[src/rtl/seg_disp_ctrl.sv]
// Four-digit common-anode 7-segment scan controller with tear-free
// frame-aligned updates, decimal points, leading-zero blanking and blink.
module seg_disp_ctrl #(
  parameter int SCAN_CNT     = 50_000,
  parameter int BLINK_FRAMES = 125
) (
  input  logic        sclk,
  input  logic        s_rst_n,
  input  logic        wr_vld,
  output logic        wr_rdy,
  input  logic [15:0] wr_data,
  input  logic [3:0]  wr_dp,
  input  logic        wr_blank_lz,
  input  logic [3:0]  wr_blink,
  output logic [3:0]  sel,
  output logic [7:0]  seg,
  output logic        frame_done
);

  localparam int CW = (SCAN_CNT > 1) ? $clog2(SCAN_CNT) : 1;
  localparam int FW = (BLINK_FRAMES > 1) ? $clog2(BLINK_FRAMES) : 1;
  localparam logic [CW-1:0] CNT_MAX = CW'(SCAN_CNT - 1);
  localparam logic [FW-1:0] FRM_MAX = FW'(BLINK_FRAMES - 1);

  logic [CW-1:0] cnt_q, cnt_d;
  logic [1:0]    idx_q, idx_d;
  logic [3:0]    sel_q, sel_d;
  logic [FW-1:0] frm_q, frm_d;
  logic          phase_q, phase_d;
  logic          pend_q, pend_d;
  logic [15:0]   pend_data_q, pend_data_d;
  logic [3:0]    pend_dp_q, pend_dp_d;
  logic          pend_blz_q, pend_blz_d;
  logic [3:0]    pend_blink_q, pend_blink_d;
  logic [15:0]   act_data_q, act_data_d;
  logic [3:0]    act_dp_q, act_dp_d;
  logic          act_blz_q, act_blz_d;
  logic [3:0]    act_blink_q, act_blink_d;
  logic [7:0]    seg_q, seg_d;
  logic          rdy_q, rdy_d;
  logic          fdone_q, fdone_d;
  logic          wrap_s;
  logic          bnd_s;

  function automatic logic [7:0] hex_code(input logic [3:0] nib);
    logic [7:0] code;
    case (nib)
      4'h0: code = 8'hC0;
      4'h1: code = 8'hF9;
      4'h2: code = 8'hA4;
      4'h3: code = 8'hB0;
      4'h4: code = 8'h99;
      4'h5: code = 8'h92;
      4'h6: code = 8'h82;
      4'h7: code = 8'hF8;
      4'h8: code = 8'h80;
      4'h9: code = 8'h90;
      4'hA: code = 8'h88;
      4'hB: code = 8'h83;
      4'hC: code = 8'hC6;
      4'hD: code = 8'hA1;
      4'hE: code = 8'h86;
      4'hF: code = 8'h8E;
      default: code = 8'hFF;
    endcase
    return code;
  endfunction

  // Full segment pattern for one digit slot; blink overrides blanking, blanking keeps the dp.
  function automatic logic [7:0] digit_pattern(
    input logic [1:0]  idx,
    input logic [15:0] data,
    input logic [3:0]  dp,
    input logic        blz,
    input logic [3:0]  blink,
    input logic        phase
  );
    logic [3:0] nib;
    logic       blank;
    logic [7:0] code;
    logic [7:0] pat;
    case (idx)
      2'd0: begin nib = data[3:0];   blank = 1'b0; end
      2'd1: begin nib = data[7:4];   blank = (data[15:4] == 12'h000); end
      2'd2: begin nib = data[11:8];  blank = (data[15:8] == 8'h00); end
      2'd3: begin nib = data[15:12]; blank = (data[15:12] == 4'h0); end
      default: begin nib = 4'h0; blank = 1'b0; end
    endcase
    code = hex_code(nib);
    if (phase && blink[idx]) begin
      pat = 8'hFF;
    end else if (blz && blank) begin
      pat = {~dp[idx], 7'h7F};
    end else begin
      pat = {~dp[idx], code[6:0]};
    end
    return pat;
  endfunction

  // Scan counter, digit rotation and blink frame counter.
  always_comb begin
    wrap_s  = (cnt_q == CNT_MAX);
    bnd_s   = wrap_s && (idx_q == 2'd3);
    cnt_d   = wrap_s ? {CW{1'b0}} : cnt_q + CW'(1);
    idx_d   = wrap_s ? idx_q + 2'd1 : idx_q;
    sel_d   = wrap_s ? {sel_q[2:0], sel_q[3]} : sel_q;
    frm_d   = frm_q;
    phase_d = phase_q;
    if (bnd_s) begin
      if (frm_q == FRM_MAX) begin
        frm_d   = {FW{1'b0}};
        phase_d = ~phase_q;
      end else begin
        frm_d = frm_q + FW'(1);
      end
    end else begin
      frm_d = frm_q;
    end
  end

  // Write handshake: a commit and a capture are exclusive because capture needs pend_q low.
  always_comb begin
    pend_d       = pend_q;
    pend_data_d  = pend_data_q;
    pend_dp_d    = pend_dp_q;
    pend_blz_d   = pend_blz_q;
    pend_blink_d = pend_blink_q;
    act_data_d   = act_data_q;
    act_dp_d     = act_dp_q;
    act_blz_d    = act_blz_q;
    act_blink_d  = act_blink_q;
    if (bnd_s && pend_q) begin
      act_data_d  = pend_data_q;
      act_dp_d    = pend_dp_q;
      act_blz_d   = pend_blz_q;
      act_blink_d = pend_blink_q;
      pend_d      = 1'b0;
    end else if (wr_vld && !pend_q) begin
      pend_data_d  = wr_data;
      pend_dp_d    = wr_dp;
      pend_blz_d   = wr_blank_lz;
      pend_blink_d = wr_blink;
      pend_d       = 1'b1;
    end else begin
      pend_d = pend_q;
    end
    rdy_d   = ~pend_d;
    fdone_d = (cnt_d == CNT_MAX) && (idx_d == 2'd3);
    seg_d   = digit_pattern(idx_d, act_data_d, act_dp_d, act_blz_d, act_blink_d, phase_d);
  end

  // State and output registers.
  always_ff @(posedge sclk or negedge s_rst_n) begin
    if (!s_rst_n) begin
      cnt_q        <= {CW{1'b0}};
      idx_q        <= 2'd0;
      sel_q        <= 4'b1110;
      frm_q        <= {FW{1'b0}};
      phase_q      <= 1'b0;
      pend_q       <= 1'b0;
      pend_data_q  <= 16'h0000;
      pend_dp_q    <= 4'h0;
      pend_blz_q   <= 1'b0;
      pend_blink_q <= 4'h0;
      act_data_q   <= 16'h0000;
      act_dp_q     <= 4'h0;
      act_blz_q    <= 1'b0;
      act_blink_q  <= 4'h0;
      seg_q        <= 8'hFF;
      rdy_q        <= 1'b1;
      fdone_q      <= 1'b0;
    end else begin
      cnt_q        <= cnt_d;
      idx_q        <= idx_d;
      sel_q        <= sel_d;
      frm_q        <= frm_d;
      phase_q      <= phase_d;
      pend_q       <= pend_d;
      pend_data_q  <= pend_data_d;
      pend_dp_q    <= pend_dp_d;
      pend_blz_q   <= pend_blz_d;
      pend_blink_q <= pend_blink_d;
      act_data_q   <= act_data_d;
      act_dp_q     <= act_dp_d;
      act_blz_q    <= act_blz_d;
      act_blink_q  <= act_blink_d;
      seg_q        <= seg_d;
      rdy_q        <= rdy_d;
      fdone_q      <= fdone_d;
    end
  end

  assign sel        = sel_q;
  assign seg        = seg_q;
  assign wr_rdy     = rdy_q;
  assign frame_done = fdone_q;

endmodule

[config.mk]
export PLATFORM = sky130hd
export DESIGN_NAME = seg_disp_ctrl
export DESIGN_NICKNAME = d
export VERILOG_FILES = /design/src/rtl/seg_disp_ctrl.sv
export SDC_FILE = /design/constraint.sdc
export NUM_CORES = 1
export LEC_CHECK = 0
export ABC_AREA = 1
export BUFFER_PORTS_ARGS = -buffer_cell sky130_fd_sc_hd__buf_2
export CORE_MARGIN = 4
export CORE_UTILIZATION = 54
export DETAILED_ROUTE_END_ITERATION = 10
export PLACE_DENSITY_LB_ADDON = 0.3
export SLEW_MARGIN = 20
export SYNTH_ARGS = -nofsm -noshare
export SYNTH_HDL_FRONTEND = slang
export SYNTH_SLANG_ARGS = --single-unit
[constraint.sdc]
create_clock -name sclk -period 2.3 [get_ports sclk]
set_input_delay 0.115 -clock sclk [delete_from_list [all_inputs] [get_ports sclk]]
set_output_delay 0.115 -clock sclk [all_outputs]
set_load 0.01 [all_outputs]
### After elaboration in Yosys (flattened, before gate mapping)

Memory sizes are Yosys's and may differ from the RTL's.
Cells that the tools add are included.
W data, S select, Z words.

| cells by class | value |
|---|---|
| add/subtract/negate cells | 3 |
| $lt $le $gt $ge | 1 |
| eq/ne operators | 7 |
| mux-type cells | 19 |
| bitwise gates (word level) | 4 |
| reduce and logical (&&, ||, !) cells | 12 |

Operators with widths:

| operator | number |
|---|---|
| $eq A16 B16 Y1 const B | 2 |
| $mux W16 | 2 |
| $add A16 B1 Y16 const B | 1 |
| $pmux W4 S4 | 1 |
| $mux W7 | 2 |
| $logic_not A12 Y1 | 1 |
| $logic_not A8 Y1 | 1 |
| $mux W4 | 2 |
| $mux W8 | 1 |
| $add A7 B1 Y7 const B | 1 |
| $eq A7 B7 Y1 const B | 1 |
| $mux W1 | 7 |
| $eq A2 B2 Y1 const B | 3 |
| $logic_and A1 B1 Y1 | 6 |
| $bmux W1 S2 | 2 |
| $logic_not A4 Y1 | 1 |
| $not A1 Y1 | 4 |
| $pmux W1 S4 | 1 |
| $lt A2 B3 Y1 const B | 1 |
| $add A2 B1 Y2 const B | 1 |
| $eq A2 B1 Y1 const B | 1 |
| $logic_not A2 Y1 | 1 |
| $mux W2 | 1 |
| $reduce_and A2 Y1 | 1 |
| $logic_not A1 Y1 | 1 |

| word-level totals | value |
|---|---|
| flip-flop bits (word level) | 91 |
| bits in read-only memories | 112 |
| bits of input ports | 28 |
| output and inout bits | 14 |
| logic and storage cells | 64 |
| memories | 1 |

Memory list:

| memory | words | width | read ports | clocked after memory_dff | write ports | RTL line | text |
|---|---|---|---|---|---|---|---|
| (no name shown) | 16 | 7 | 1 | 0 | 0 | 47 | `case (nib)` |

### Depth between registers and ports, before layout

| depth | value |
|---|---|
| depth in word-level cells | 9 |
| depth in mapped cells | 18 |
| mapped depth without buffers | 18 |

### Worst setup path before layout

Ideal clock, no wire load.

| timing | value |
|---|---|
| path type | flip-flop to flip-flop |
| from | register cnt_q[0] |
| to | register seg_q[5], in the netlist seg[5] |
| setup time | 0.086 ns |
| arrival | 2.199 ns |
| required time | 2.214 ns |
| slack | 0.015 ns |
| stages on the path, launching flop included | 17 |
| path buffers | 1 |
| clock period less this slack | 2.285 ns |
| cells stage by stage | dfrtp_1 -> ha_1 -> nand3_2 -> nor2_4 -> nand4_4 -> buf_2 -> nand2_1 -> nand2_1 -> nand2_1 -> nand3_1 -> nor2_2 -> inv_1 -> ha_1 -> nand2_1 -> nand2_1 -> nand2_1 -> nand3_1 |

| on the way | value |
|---|---|
| word-level cells in the longest chain between the ends | 9 |
| elaborated cells on any way between the ends | 24 |
| classes of those cells | eq/ne: 4; mux: 11; reduce/logical: 8; memory: 1 |

Ends and longest elaborated chain:

| item | RTL line | text |
|---|---|---|
| start: declaration | 25 | `logic [CW-1:0] cnt_q, cnt_d;` |
| start signal: assignment | 155 | `cnt_q <= {CW{1'b0}};` |
| start signal: assignment | 173 | `cnt_q <= cnt_d;` |
| $eq A16 B16 Y1 * | 102 | `wrap_s = (cnt_q == CNT_MAX);` |
| $logic_and A1 B1 Y1 * | 103 | `bnd_s = wrap_s && (idx_q == 2'd3);` |
| $logic_and A1 B1 Y1 * | 132 | `if (bnd_s && pend_q) begin` |
| $mux W16 * | 132 |  |
| via act_data_d[5] | 35 | `logic [15:0] act_data_q, act_data_d;` |
| branches (longest 3 deep; another with $mem_v2 Z16 W7) | - |  |
| $mux W7 * | 92 | `end else if (blz && blank) begin` |
| $mux W8 * | 90 | `if (phase && blink[idx]) begin` |
| via seg_d[5] | 39 | `logic [7:0] seg_q, seg_d;` |
| end signal: assignment | 187 | `seg_q <= seg_d;` |
| end: declaration | 39 |  |

Mark *: on every way through the listed nets, which the timed path passes. The select of a mux whose other input is x is not followed.
A chain may end at the register's enable or synchronous reset.

### Worst setup path after layout

| timing | value |
|---|---|
| from | register cnt_q[1] |
| to | register seg_q[0], in the netlist seg[0] |

| on the way | value |
|---|---|
| elaborated cells on any way between the ends | 24 |
| classes of those cells | eq/ne: 4; mux: 11; reduce/logical: 8; memory: 1 |

RTL lines:

| item | RTL line | text |
|---|---|---|
| $eq A16 B16 Y1 * | 102 |  |
| $mux W2 * | 105 | `idx_d = wrap_s ? idx_q + 2'd1 : idx_q;` |
| via idx_d[0] | 26 | `logic [1:0] idx_q, idx_d;` |
| $eq A2 B2 Y1, or another cell as far along | 82 | `case (idx)` |
| $pmux W4 S4 / $pmux W1 S4 (equally long branches) | 82 |  |
| $mem_v2 Z16 W7 / $logic_and A1 B1 Y1 (equally long branches) | - |  |
| $mux W7 | 92 |  |
| $mux W8 * | 90 |  |
| via seg_d[0] | 39 |  |

The timed path passes the listed nets; every way through them passes the cells marked *. The select of a mux whose other input is x is not followed.

==> results.py <==
metrics = {
    "critical_path": {
        "criticalPathCategory": "flip-flop to flip-flop",
        "end_kind": "flip-flop",
        "reg2reg_from": "cnt_q[1]",
        "cp_max_fo": 5,
        "r2r_setup_slack_ps": -90,
        "r2r_cells": 16,
        "worstPathArrival_ps": 2680,
        "worst_setup_path_start_kind": "flip-flop",
        "required_ps": 2590,
        "r2r-end": "seg[0]",
    },
    "cts": {
        "cts_tree": "built",
        "cts_max_level": 3,
        "clk_pin_slew_ps": 110,
        "clk_latency_ps": 360,
        "cts_buffers": 9,
        "clk_path_buf_depth": 2,
        "root_buffer": "clkbuf_8",
        "cts_sinks": 91,
    },
    "min_path": {
        "hp-class": "input port to flip-flop",
        "hp-start": "wr_data[7]",
        "hold_end": "pend_data_q[7]",
        "hold-path-cell-count": 2,
    },
    "power_and_ir_drop": {
        "power.density_nw_per_um2": 442,
        "power.leakage_nw": 3.40,
        "peakVddDrop_uv": 335,
    },
    "cells_and_area": {
        "fin_util": 0.747,
        "drive_above_1_share": 0.385,
        "layout.nets": 715,
        "layout_common_cells": "nand2_1 (133), dfrtp_1 (79), inv_1 (61), buf_4 (59), nand3_1 (42)",
        "area_growth_pct": 32.0,
        "n_antenna_cell": 0,
        "fillers": 577,
        "fin_area_um2": 6230,
        "layout_commonest_cell": "nand2_1",
    },
    "yosys": {
        "ys_ff_latch": 91,
        "yosysWarnings": 0,
        "seq_area_frac_synth": 0.486,
        "syn_area_um2": 4720,
        "ys_types": 36,
        "synthArstFlopShare": 1.00,
        "synth_edf_count": 0,
        "syn-num-nets": 583,
        "yosysTopAreaCellShare": 0.419,
        "syn_avg_cell_area_um2": 8.65,
        "ys.flop_type": "dfrtp_1",
        "synthCells": 546,
        "yosys-top-cells-area": "dfrtp_1 (42%), nand2_1 (11%), dfstp_2 (6.7%), nand3_1 (6.0%), inv_1 (5.1%)",
        "synth_top_area_cell": "dfrtp_1",
    },
    "die": {
        "start_util": 0.566,
        "chipHeight_um": 102,
        "ioPinCount": 42,
        "dieArea_um2": 10300,
        "die_w_um": 102,
        "core_um2": 8340,
        "rows": 33,
    },
    "timing": {
        "max_freq_mhz": 418,
        "finalCritPeriodShare": 1.04,
        "fin_ws_ps": -89.8,
        "worst_pin_slew_ps": 428,
        "fin_crit_ps": 2390,
        "rsz0062_at_grt": "yes",
        "fin_skew_ps": 14.0,
        "fin_hold_ws_ps": 4.22,
        "hold_viol": 0,
        "setup_violations": 7,
        "drv_slew": 0,
        "totalNegativeSetupSlack_ps": -427,
        "relSlewSlack": 0.715,
    },
    "drt": {
        "drtPass1Iterations": 5,
        "drc": 0,
        "vias": 4126,
        "ant_nets": 0,
        "wl_per_cell_um": 15.2,
        "drt_iter0_markers": 166,
        "drt-total-wl_um": 12000,
        "via_per_inst": 5.24,
    },
    "flow_run": {
        "maxCapViolations": 0,
    },
    "placed_design": {
        "gp_congestion": 0.903,
        "place_worst_setup_slack_ps": -87.5,
        "place_hpwl_um": 8190,
        "place_area_um2": 5380,
        "io_buffers": 41,
    },
    "run_status": {
        "status": "finished, violations left",
        "failed_checks": "negative setup slack",
    },
    "global_route": {
        "grt_pass1_wl_um": 18900,
        "grt_overflow": 0,
        "antenna_found_initial": 1,
        "grt_max_degree": 51,
        "grt_pass1_vias": 4077,
        "track_usage": 0.231,
    },
}
## per-stage QoR
stage                     cells  power (mW)
final                       788        2.76
after global routing        788        2.84
after CTS                   780        2.77
after detailed placement    730        1.69
after global placement      730        1.69
after floorplan             546        1.63
## per-layer routing
layer / vias up / wire length, µm / global-route usage
met1: 1992 / 5290 / 0.316
met5: - / 13 / 0
li1: 2012 / - / -
met2: 104 / 6040 / 0.389
met3: 16 / 473 / 0.0372
met4: 2 / 167 / 0.0542
## logic make-up after synthesis
kind of cell,after synthesis,synth area share
XOR/XNOR,4,0.00742
multiplexers,21,0.0501
adder cells (fa/ha/maj),9,0.0239
AO/OA/AOI/OAI,31,0.0395
AND/OR/NAND/NOR,308,0.322
flip-flops,91,0.486
buffers and inverters,82,0.0716
## sequential cells by signal, indices dropped and copies added (netlist names), 7 cells and up
name / flops
frm_q: 7
seg: 8
cnt_q: 16
act_data_q: 16
pend_data_q: 16
## synthesized netlist by cell type (all sizes together), types with 2 or more instances
| library cell | n |
|---|---|
| buf | 5 |
| nand4 | 16 |
| inv | 71 |
| nand2 | 169 |
| clkbuf | 4 |
| xor2 | 2 |
| a21oi | 11 |
| nand3 | 59 |
| ha | 9 |
| clkinv | 2 |
| nor2 | 56 |
| nor4 | 2 |
| xnor2 | 2 |
| o21bai | 2 |
| dfstp | 12 |
| dfrtp | 79 |
| nor3 | 4 |
| o21ai | 15 |
| mux2 | 21 |
## where the power goes
part / switching [mW] / internal, mW
registers: 0 / 1.60
clock network: 0.643 / 0.426
logic: 0.0429 / 0.0434
## how the worst max path moves through the flow
stage | startpoint | endpoint | cells after the start
after CTS | cnt_q[6] | seg[5] | 18
after floorplan | cnt_q[0] | seg[5] | 16
final | cnt_q[1] | seg[0] | 16
after detailed placement | cnt_q[0] | seg[5] | 17
after global routing | cnt_q[1] | seg[5] | 18
after global placement | cnt_q[10] | seg[3] | 16
## cell type report
class | count | area [µm²] | share of cell area
clock inverter | 7 | 65.1 | 0.0104
tap | 105 | 131 | 0.0211
multi-input combinational | 374 | 2360 | 0.379
inverter | 73 | 282 | 0.0452
sequential | 91 | 2290 | 0.368
clock buffer | 9 | 124 | 0.0199
timing repair buffer | 129 | 973 | 0.156
## critical path, stage by stage, from the launching register on
cell and delay [ps]:
dfrtp_1 410, ha_4 160, nand3_4 80, buf_4 160, nor2_4 180, nand2_4 100
nand2_4 90, nand2_8 80, nand2_2 80, inv_2 50, nand2_1 120, nand4_1 210
ha_2 280, inv_2 70, nand3_2 80, nand3_1 90, nand3_1 80
## repair_timing
action                     4_1_cts  5_1_grt
pin swaps                       17       23
resized for setup               22       52
hold buffers                    20        0
gates cloned                     1        0
setup buffers                   13        8
setup endpoints to repair        8       11
hold endpoints to repair        82        0
Note: power is estimated with default switching activity, not from simulation.
